**config.mk**
```make
export PLATFORM = sky130hd
export DESIGN_NAME = tgate_switch_sequencer_flat
export DESIGN_NICKNAME = d
export VERILOG_FILES = /design/src/rtl/tgate_switch_sequencer_pkg.sv /design/src/rtl/tgate_switch_sequencer_if.sv /design/src/rtl/tgate_switch_sequencer_rr_arbiter.sv /design/src/rtl/tgate_switch_sequencer.sv /design/src/flat_wrapper.sv
export SDC_FILE = /design/constraint.sdc
export NUM_CORES = 1
export LEC_CHECK = 0
export ABC_AREA = 0
export CORE_AREA = 3 3 52 54
export DETAILED_ROUTE_END_ITERATION = 6
export DIE_AREA = 0 0 55 57
export GPL_TIMING_DRIVEN = 1
export PLACE_DENSITY_LB_ADDON = 0.1
export RECOVER_POWER = 50
export SYNTH_ARGS = -nofsm -noshare
export SYNTH_HDL_FRONTEND = slang
export SYNTH_HIERARCHICAL = 1
export SYNTH_SLANG_ARGS = --single-unit
```
**constraint.sdc**
```tcl
create_clock -name clk -period 2.3 [get_ports clk]
set_input_delay 0.46 -clock clk [delete_from_list [all_inputs] [get_ports clk]]
set_output_delay 0.46 -clock clk [all_outputs]
set_load 0.02 [all_outputs]
```
**src/rtl/tgate_switch_sequencer_pkg.sv**
```systemverilog
`default_nettype none
// ============================================================================
// Module   : tgate_switch_sequencer_pkg
// Brief    : Shared state encoding and elaboration helpers for the sequencer.
// Revision : 1.0 - initial release
// ============================================================================
package tgate_switch_sequencer_pkg;

   typedef enum logic [1:0] {
      ST_IDLE = 2'd0,
      ST_DEAD = 2'd1,
      ST_ON   = 2'd2
   } state_t;

   // Width of an index or counter that must hold values up to n-1 (never 0 bits).
   function automatic int idx_width(input int n);
      return (n > 1) ? $clog2(n) : 1;
   endfunction

   function automatic bit params_ok(input int dead_cyc, input int max_hold);
      return (dead_cyc >= 1) && (max_hold >= 1);
   endfunction

endpackage
`default_nettype wire

```
**src/rtl/tgate_switch_sequencer_if.sv**
```systemverilog
`default_nettype none
// ============================================================================
// Module   : tgate_switch_sequencer_if
// Brief    : Request/gate-control bundle between requesters and the sequencer.
// Revision : 1.0 - initial release
// ============================================================================
interface tgate_switch_sequencer_if
   import tgate_switch_sequencer_pkg::*;
#(
   parameter int N = 4
) ();
   localparam int c_W = idx_width(N);

   logic [N-1:0]   req;
   logic [N-1:0]   en;
   logic [N-1:0]   en_n;
   logic [c_W-1:0] gnt_idx;
   logic           busy;

   modport master (output req, input en, input en_n, input gnt_idx, input busy);
   modport slave  (input req, output en, output en_n, output gnt_idx, output busy);
endinterface
`default_nettype wire

```
**src/rtl/tgate_switch_sequencer_rr_arbiter.sv**
```systemverilog
`default_nettype none
// ============================================================================
// Module   : tgate_switch_sequencer_rr_arbiter
// Brief    : Combinational round-robin pick starting after the last winner.
// Revision : 1.0 - initial release
// ============================================================================
module tgate_switch_sequencer_rr_arbiter
   import tgate_switch_sequencer_pkg::*;
#(
   parameter int N = 4,
   parameter int W = idx_width(N)
) (
   input  logic [N-1:0] i_req,
   input  logic [N-1:0] i_mask,
   input  logic [W-1:0] i_last_winner,
   output logic [W-1:0] o_win_idx,
   output logic         o_win_valid
);
   logic [N-1:0] w_eligible;

   assign w_eligible = i_req & i_mask;

   // Walk the offsets from farthest to nearest so the nearest eligible one wins.
   always_comb begin
      o_win_idx   = '0;
      o_win_valid = 1'b0;
      for (int i = N; i >= 1; i--) begin
         if (w_eligible[(int'(i_last_winner) + i) % N]) begin
            o_win_idx   = W'((int'(i_last_winner) + i) % N);
            o_win_valid = 1'b1;
         end
      end
   end
endmodule
`default_nettype wire

```
**src/rtl/tgate_switch_sequencer.sv**
```systemverilog
`default_nettype none
// ============================================================================
// Module   : tgate_switch_sequencer
// Brief    : Break-before-make round-robin sequencer for a transmission-gate bank.
// Revision : 1.0 - initial release
// ============================================================================
module tgate_switch_sequencer
   import tgate_switch_sequencer_pkg::*;
#(
   parameter int N        = 4,
   parameter int DEAD_CYC = 2,
   parameter int MAX_HOLD = 16
) (
   input  wire logic              clk,
   input  wire logic              rst_n,
   tgate_switch_sequencer_if.slave bus
);
   localparam int           c_W   = idx_width(N);
   localparam int           c_DW  = idx_width(DEAD_CYC);
   localparam int           c_HW  = idx_width(MAX_HOLD + 1);
   localparam logic [N-1:0] c_ONE = {{(N-1){1'b0}}, 1'b1};

   if (!params_ok(DEAD_CYC, MAX_HOLD)) begin : g_param_bad
      $error("tgate_switch_sequencer: DEAD_CYC and MAX_HOLD must both be >= 1");
   end

   state_t          r_state;
   logic [N-1:0]    r_en;
   logic [N-1:0]    r_en_n;
   logic [c_W-1:0]  r_gnt;
   logic [c_W-1:0]  r_last;
   logic            r_busy;
   logic [c_DW-1:0] r_dead;
   logic [c_HW-1:0] r_hold;

   logic [N-1:0]    w_holder_oh;
   logic [N-1:0]    w_mask;
   logic [c_W-1:0]  w_win_idx;
   logic            w_win_valid;
   logic            w_hold_max;

   assign w_holder_oh = c_ONE << r_gnt;
   // While ON the holder never competes: it has either released or is being preempted.
   assign w_mask      = (r_state == ST_ON) ? ~w_holder_oh : {N{1'b1}};
   assign w_hold_max  = (r_hold == c_HW'(MAX_HOLD));

   tgate_switch_sequencer_rr_arbiter #(
      .N (N),
      .W (c_W)
   ) u_rr_arbiter (
      .i_req         (bus.req),
      .i_mask        (w_mask),
      .i_last_winner (r_last),
      .o_win_idx     (w_win_idx),
      .o_win_valid   (w_win_valid)
   );

   always_ff @(posedge clk) begin
      if (!rst_n) begin
         r_state <= ST_IDLE;
         r_en    <= '0;
         r_en_n  <= '1;
         r_gnt   <= '0;
         r_last  <= c_W'(N - 1);
         r_busy  <= 1'b0;
         r_dead  <= '0;
         r_hold  <= '0;
      end else begin
         case (r_state)
            ST_IDLE: begin
               if (w_win_valid) begin
                  r_gnt   <= w_win_idx;
                  r_dead  <= c_DW'(DEAD_CYC - 1);
                  r_busy  <= 1'b1;
                  r_state <= ST_DEAD;
               end
            end
            ST_DEAD: begin
               if (r_dead != '0) begin
                  r_dead <= r_dead - c_DW'(1);
               end else if (bus.req[r_gnt]) begin
                  r_en    <= w_holder_oh;
                  r_en_n  <= ~w_holder_oh;
                  r_hold  <= '0;
                  r_last  <= r_gnt;
                  r_state <= ST_ON;
               end else begin
                  r_busy  <= 1'b0;
                  r_state <= ST_IDLE;
               end
            end
            ST_ON: begin
               if (!w_hold_max) begin
                  r_hold <= r_hold + c_HW'(1);
               end
               if (!bus.req[r_gnt] || (w_hold_max && w_win_valid)) begin
                  r_en   <= '0;
                  r_en_n <= '1;
                  if (w_win_valid) begin
                     r_gnt   <= w_win_idx;
                     r_dead  <= c_DW'(DEAD_CYC - 1);
                     r_state <= ST_DEAD;
                  end else begin
                     r_busy  <= 1'b0;
                     r_state <= ST_IDLE;
                  end
               end
            end
            default: begin
               r_en    <= '0;
               r_en_n  <= '1;
               r_busy  <= 1'b0;
               r_state <= ST_IDLE;
            end
         endcase
      end
   end

   assign bus.en      = r_en;
   assign bus.en_n    = r_en_n;
   assign bus.gnt_idx = r_gnt;
   assign bus.busy    = r_busy;
endmodule
`default_nettype wire
```
**src/flat_wrapper.sv**
```systemverilog
// flat-port wrapper written by rule: the top's interface ports become plain ports
module tgate_switch_sequencer_flat import tgate_switch_sequencer_pkg::*;
#(
   parameter int N        = 4,
   parameter int DEAD_CYC = 2,
   parameter int MAX_HOLD = 16
)
  (clk, rst_n, bus_req, bus_en, bus_en_n, bus_gnt_idx, bus_busy);
  tgate_switch_sequencer_if #(.N(N)) bus_i ();
  input  wire logic clk;
  input  wire logic rst_n;
  input wire logic [$bits(bus_i.req)-1:0] bus_req;
  output wire logic [$bits(bus_i.en)-1:0] bus_en;
  output wire logic [$bits(bus_i.en_n)-1:0] bus_en_n;
  output wire logic [$bits(bus_i.gnt_idx)-1:0] bus_gnt_idx;
  output wire logic [$bits(bus_i.busy)-1:0] bus_busy;
  assign bus_i.req = bus_req;
  assign bus_en = bus_i.en;
  assign bus_en_n = bus_i.en_n;
  assign bus_gnt_idx = bus_i.gnt_idx;
  assign bus_busy = bus_i.busy;
  tgate_switch_sequencer #(.N(N), .DEAD_CYC(DEAD_CYC), .MAX_HOLD(MAX_HOLD)) u_core (.clk(clk), .rst_n(rst_n), .bus(bus_i));
endmodule
```
==> results of run 1 <==
-- tightest hold or removal path, cell delays in order, from the launching register on --
cell and delay [ps]:
dfxtp_1 330, nand2_1 50, o21ai_1 50
-- cell type report --
class	count	area [µm²]	share of cell area, %
multi-input cells	99	656.9	47.25
flip-flops and latches	21	420.4	30.24
repair buffers	26	229.0	16.47
well taps	28	35.03	2.520
clock buffers	4	26.28	1.890
inverters	6	22.52	1.620
-- cells in the mapped netlist, types with 3 or more instances --
master	number
nand2_1	19
nand4_1	4
o21ai_1	5
dfxtp_1	21
nand2b_1	3
inv_1	6
nor2_1	10
nand3_1	12
a21oi_1	6
clkbuf_1	3
xor2_1	3
-- flip-flops by register name (all words and copies together), names as in the netlist --
name and flops:
u_core/r_state 2, u_core/r_dead 1, u_core/r_hold 5, u_core/bus.gnt_idx 2, u_core/bus.busy 1, u_core/bus.en_n 4, u_core/bus.en 4, u_core/r_last 2
-- power by group through the flow --
stage / combinational (W) / sequential [W] / clock (W)
after CTS: 0.000213 / 0.000411 / 0.000180
after floorplan: 0.000134 / 0.000426 / 0
final: 0.000205 / 0.000410 / 0.000170
after global placement: 0.000208 / 0.000418 / 0
after detailed placement: 0.000211 / 0.000419 / 0
after global routing: 0.000227 / 0.000415 / 0.000191
-- metrics by stage --
step | cell area [µm²] | hold slack (ps) | setup slack, ps
4_1_cts | 1399 | 462.0 | 318.4
2_1_floorplan | 1141 | 472.3 | 295.4
3_3_place_gp | 1373 | 447.3 | 70.67
3_5_place_dp | 1373 | 446.1 | 54.22
6_report | 1390 | 458.2 | 190.3
5_1_grt | 1390 | 483.7 | 94.22
-- path summary, 6_finish.rpt --
path,startpoint,to,slack [ps],depth (start not counted)
worst max register to register,u_core/r_state[0]$_SDFFE_PN0P_,u_core/bus.en_n[3]$_SDFFE_PN1P_,290,8
worst min register to register,u_core/bus.en[0]$_SDFFE_PN0P_,u_core/bus.en[0]$_SDFFE_PN0P_,460,2
worst max-delay path,bus_req[3],u_core/r_hold[3]$_SDFFE_PN0P_,190,7
worst min-delay path,u_core/bus.en[0]$_SDFFE_PN0P_,u_core/bus.en[0]$_SDFFE_PN0P_,460,2
-- routing by layer --
| layer | GRT usage [%] | part of all wire (%) | vias to the layer above |
|---|---|---|---|
| met2 | 28.55 | 48 | 17 |
| met4 | 5.903 | 1.7 | 0 |
| met1 | 24.06 | 46 | 470 |
| li1 | - | - | 524 |
| met3 | 3.916 | 3.5 | 7 |
| met5 | 0 | 0 | - |
-- logic make-up after synthesis --
kind of cell    count (synthesis)  synth area share [%]
xor+xnor                        3                 2.303
flops                          21                 36.84
mux                             3                 4.276
buf+inv                        12                 5.372
compound gates                 29                 19.08
simple gates                   62                 29.93
fa+ha+maj                       2                 2.193
==> flow_metrics.py, run 1 <==
metrics = {
    "outcome": {
        "outcome": "finished clean",
    },
    "synth": {
        "synth_top_area_share_pct": 36.84,
        "syn-num-nets": 140,
        "yosys.area.top_type": "dfxtp_1",
        "ys_types": 41,
        "synthesis.area_um2": 1141,
        "netlist_instances": 132,
        "ys_top_cells_by_area": "dfxtp_1 (37%), nand2_1 (6.3%), nand3_1 (5.3%)",
        "synth_edf_count": 0,
        "yosys_register_bits": 21,
        "yosys_warnings": 6,
        "ys.flop_type": "dfxtp_1",
        "avgSynthCellArea_um2": 8.645,
        "async_reset_ff_share_pct": 0,
        "yosysSeqAreaShare_pct": 36.84,
    },
    "power": {
        "swShare_pct": 30.69,
        "clkPwrFrac_pct": 21.7,
        "pwr-share-comb_pct": 26.1,
        "power_frac_seq_pct": 52.3,
        "p_leak_nw": 0.5236,
        "finalPower_w": 0.0007847,
        "power.density_nw_per_um2": 564.5,
        "p_switching_w": 0.0002408,
        "vdd_drop_max_v": 0.0004907,
        "internal_power_w": 0.0005439,
    },
    "clock_tree": {
        "clock-sinks": 21,
        "clock_insertion_delay_worst_skew_ps": 290,
        "h-tree-depth": 1,
        "cts_tree": "yes",
        "root_buffer": "clkbuf_4",
        "numCtsBuffers": 3,
        "post_cts_resize_count": 0,
        "path_clk_slew_ps": 110,
        "clk_path_buf_depth": 2,
        "ctsHoldBuffers": 0,
        "post-cts-setup-buffers": 0,
    },
    "worst_setup_path": {
        "path_buf_inv": 3,
        "cp_top_family": "buffers and inverters",
        "arrival_ps": 2350,
        "worstPathCellList": "dlygate4sd3_1 > mux4_2 > clkbuf_2 > nand2_1 > clkbuf_1 > nand2_1 > nor2_1",
        "cp.required_ps": 2540,
        "worstPathMaxFanout": 10,
        "cp-end-kind": "flop",
        "cp-start-kind": "primary input",
        "slowest_stage": "dlygate4sd3_1",
        "path_class": "in -> reg",
        "slowest_delay_ps": 600,
        "crit_top_cell": "nand2_1",
    },
    "timing": {
        "finalSetupViolations": 0,
        "period_share_pct": 91.72,
        "hold_viol": 0,
        "min_period_ps": 2110,
        "finalMaxSlewViolations": 0,
        "skew_ps": 1.523,
        "worst_pin_slew_ps": 522.0,
        "finalSetupTns_ps": 0,
        "slew_headroom_pct": 65.05,
        "fmax_mhz": 474.0,
        "rsz0062_at_grt": "false",
    },
    "cells_and_area": {
        "n_fill_cell": 215,
        "nNetsFinal": 165,
        "mostFrequentLayoutCells": "dfxtp_1 (21), nand2_1 (20), nand3_1 (12)",
        "fin_cells": 184,
        "post-route-util_pct": 61.65,
        "area_growth_syn_to_layout_pct": 21.82,
        "drive_gt1_share_pct": 16.03,
        "diodes": 0,
        "mostFrequentLayoutCell": "dfxtp_1",
    },
    "floorplan": {
        "rows": 17,
        "die_w_um": 55,
        "die_h_um": 57,
        "die-area_um2": 3135,
        "initial_utilization_pct": 50.61,
        "coreArea_um2": 2255,
        "io_pins": 17,
    },
    "run": {
        "maxCapViolCount": 0,
    },
    "grt": {
        "grt_pass1_wl_mm": 4.278,
        "globalRouteOverflowTotal": 0,
        "grt_pass1_vias": 957,
        "grt_max_degree": 12,
        "track_usage_pct": 18.05,
        "antenna_found_initial": 0,
    },
    "drt": {
        "vias": 1018,
        "drtPass1Iterations": 4,
        "drtIter0Drc": 19,
        "viasPerCell": 5.533,
        "drc_errors": 0,
        "ant_nets": 0,
        "wl_per_cell_um": 13.07,
        "drt-total-wl_mm": 2.404,
    },
    "placement": {
        "dp_hpwl_mm": 1.867,
        "portBuffers": 16,
        "gp_congestion": 0.7628,
        "place_inst": 180,
    },
    "hold_path": {
        "hold_path.class": "reg -> reg",
    },
}
Power figures use the tool's default switching activity.
==> inputs of run 2 (changes only) <==
- CAP_MARGIN: unset -> 10
==> results of run 2 <==
No change in the layout: final DEF, timing and power equal those of run 1.
==> inputs of run 3 (changes only) <==
- REMOVE_ABC_BUFFERS: unset -> 1
- SYNTH_HIERARCHICAL: 1 -> unset
==> flow_metrics.py, run 3 <==
metrics = {
    "outcome": {
        "outcome": "finished clean",
    },
    "worst_setup_path": {
        "slowest_delay_ps": 700,
        "cp_top_family": "buffers and inverters",
        "worstPathCellList": "clkdlybuf4s50_1",
        "path_class": "reg -> out",
        "path_buf_inv": 1,
        "arrival_ps": 1670,
        "slowest_stage": "clkdlybuf4s50_1",
        "crit_path_start": "u_core.bus.gnt_idx[1]$_SDFFE_PN0P_",
        "cp-start-kind": "flop",
        "cp-end-kind": "output port",
        "worstPathMaxFanout": 15,
        "r2r-start": "u_core.bus.gnt_idx[0]$_SDFFE_PN0P_",
        "cp.required_ps": 1840,
    },
    "floorplan": {
        "rows": 17,
        "coreArea_um2": 2255,
        "io_pins": 17,
        "die-area_um2": 3135,
        "die_w_um": 55,
        "die_h_um": 57,
        "initial_utilization_pct": 50.44,
    },
    "run": {
        "maxCapViolCount": 0,
    },
    "power": {
        "pwr-share-comb_pct": 24.4,
        "power_frac_seq_pct": 52.7,
        "p_switching_w": 0.0002576,
        "swShare_pct": 32.23,
        "finalPower_w": 0.0007992,
        "power.density_nw_per_um2": 581.7,
        "clkPwrFrac_pct": 22.8,
        "internal_power_w": 0.0005416,
        "vdd_drop_max_v": 0.0003672,
        "p_leak_nw": 0.5175,
    },
    "synth": {
        "synthTopCellsByCount": "dfxtp_1 (21), nor2_1 (15), inv_1 (12), nand2_1 (8), nand3_1 (7)",
        "synth_edf_count": 0,
        "synth_top_area_share_pct": 36.96,
        "ys.flop_type": "dfxtp_1",
        "synthMostInstantiatedCell": "dfxtp_1",
        "avgSynthCellArea_um2": 8.955,
        "ys_top_cells_by_area": "dfxtp_1 (37%), nor2_1 (5.0%), inv_1 (4.0%)",
        "ys_types": 45,
        "netlist_instances": 127,
        "yosys.area.top_type": "dfxtp_1",
        "yosys_register_bits": 21,
        "synthesis.area_um2": 1137,
        "yosys_warnings": 0,
        "yosysSeqAreaShare_pct": 36.96,
        "async_reset_ff_share_pct": 0,
    },
    "hold_path": {
        "min-delay-start": "u_core.bus.en[3]$_SDFFE_PN0P_",
        "hold_path.class": "reg -> reg",
    },
    "drt": {
        "drtPass1Iterations": 4,
        "drt-total-wl_mm": 2.514,
        "drtIter0Drc": 15,
        "drc_errors": 0,
        "wl_met3_um": 85,
        "viasPerCell": 5.657,
        "wl_met2_mm": 1.180,
        "ant_nets": 0,
        "wl_per_cell_um": 14.12,
        "wl_met1_mm": 1.197,
        "vias": 1007,
        "routed.top_layer": "met4",
    },
    "placement": {
        "dp_hpwl_mm": 1.921,
        "place_inst": 174,
        "portBuffers": 16,
        "gp_congestion": 0.7915,
    },
    "clock_tree": {
        "clock-sinks": 21,
        "post_cts_resize_count": 0,
        "clk_path_buf_depth": 2,
        "numCtsBuffers": 3,
        "path_clk_slew_ps": 120,
        "post-cts-setup-buffers": 0,
        "ctsHoldBuffers": 0,
        "clock_insertion_delay_worst_skew_ps": 310,
        "h-tree-depth": 1,
        "cts_tree": "yes",
        "root_buffer": "clkbuf_4",
    },
    "cells_and_area": {
        "diodes": 0,
        "mostFrequentLayoutCell": "dfxtp_1",
        "mostFrequentLayoutCells": "dfxtp_1 (21), nor2_1 (15), inv_1 (12)",
        "largest_reg_flops": 5,
        "nNetsFinal": 159,
        "largest_register": "u_core.r_hold",
        "fin_cells": 178,
        "area_growth_syn_to_layout_pct": 20.79,
        "drive_gt1_share_pct": 12.00,
    },
    "timing": {
        "period_share_pct": 92.60,
        "finalSetupViolations": 0,
        "skew_ps": 6.292,
        "fmax_mhz": 469.5,
        "worst_pin_slew_ps": 503.8,
        "finalMaxSlewViolations": 0,
        "finalSetupTns_ps": 0,
        "slew_headroom_pct": 66.37,
        "rsz0062_at_grt": "false",
        "min_period_ps": 2130,
        "hold_viol": 0,
    },
    "grt": {
        "grt_pass1_wl_mm": 4.091,
        "grt_max_degree": 16,
        "track_usage_pct": 17.79,
        "grt_pass1_vias": 908,
        "antenna_found_initial": 0,
        "globalRouteOverflowTotal": 0,
    },
}
==> run 3: changes by cell type after synthesis, sizes merged, moves of 3 or more <==
cell    previous run  this run
nor2              11        15
o21a               0         3
nand3             13         8
nand2             21         8
a21boi             0         3
inv                6        12
==> run 3: power by group through the flow <==
stage	Clock, W	Sequential [W]	Combinational (W)
6_report	0.000182	0.000421	0.000195
3_5_place_dp	0	0.000429	0.000204
2_1_floorplan	0	0.000436	0.000112
4_1_cts	0.000184	0.000421	0.000205
5_1_grt	0.000201	0.000425	0.000215
3_3_place_gp	0	0.000428	0.000202
==> run 3: kinds of logic after synthesis <==
logic type | after synthesis | synth area share (%)
compound gates | 36 | 26.95
xor+xnor | 3 | 2.311
fa+ha+maj | 2 | 2.200
buf+inv | 17 | 6.600
flops | 21 | 36.96
mux | 3 | 3.740
simple gates | 45 | 21.23
==> run 3: stage by stage <==
step	hold slack (ps)	setup slack, ps	utilization (%)	cell area (µm²)
floorplan	470.7	363.5	-	1107
global placement	448.7	80.90	60.43	1363
detailed placement	457.0	10.99	60.43	1363
CTS	481.6	181.7	61.65	1390
global route	496.2	94.17	60.93	1374
finish	470.6	170.2	60.93	1374
==> run 3: worst paths after layout <==
path                                   endpoint  slack (ps)  cells past startpoint
hold reg to reg   u_core.bus.en[3]$_SDFFE_PN0P_         470                      2
hold / removal    u_core.bus.en[3]$_SDFFE_PN0P_         470                      2
setup reg to reg  u_core.r_hold[4]$_SDFFE_PN0P_         280                      5
setup / recovery                 bus_gnt_idx[1]         170                      1
==> run 3: area by class of cell <==
class | instances | area, µm²
well taps | 28 | 35.03
clock buffers | 3 | 22.52
flip-flops and latches | 21 | 420.4
fillers | 211 | 880.8
inverters | 12 | 45.04
repair buffers | 24 | 212.7
multi-input cells | 89 | 633.1
clock inverters | 1 | 5.005
==> run 3: layer usage <==
| metal | GRT usage (%) | vias to the layer above |
|---|---|---|
| met5 | 0 | - |
| met4 | 7.292 | 0 |
| met3 | 3.394 | 4 |
| met2 | 26.69 | 18 |
| met1 | 24.64 | 485 |
| li1 | - | 500 |
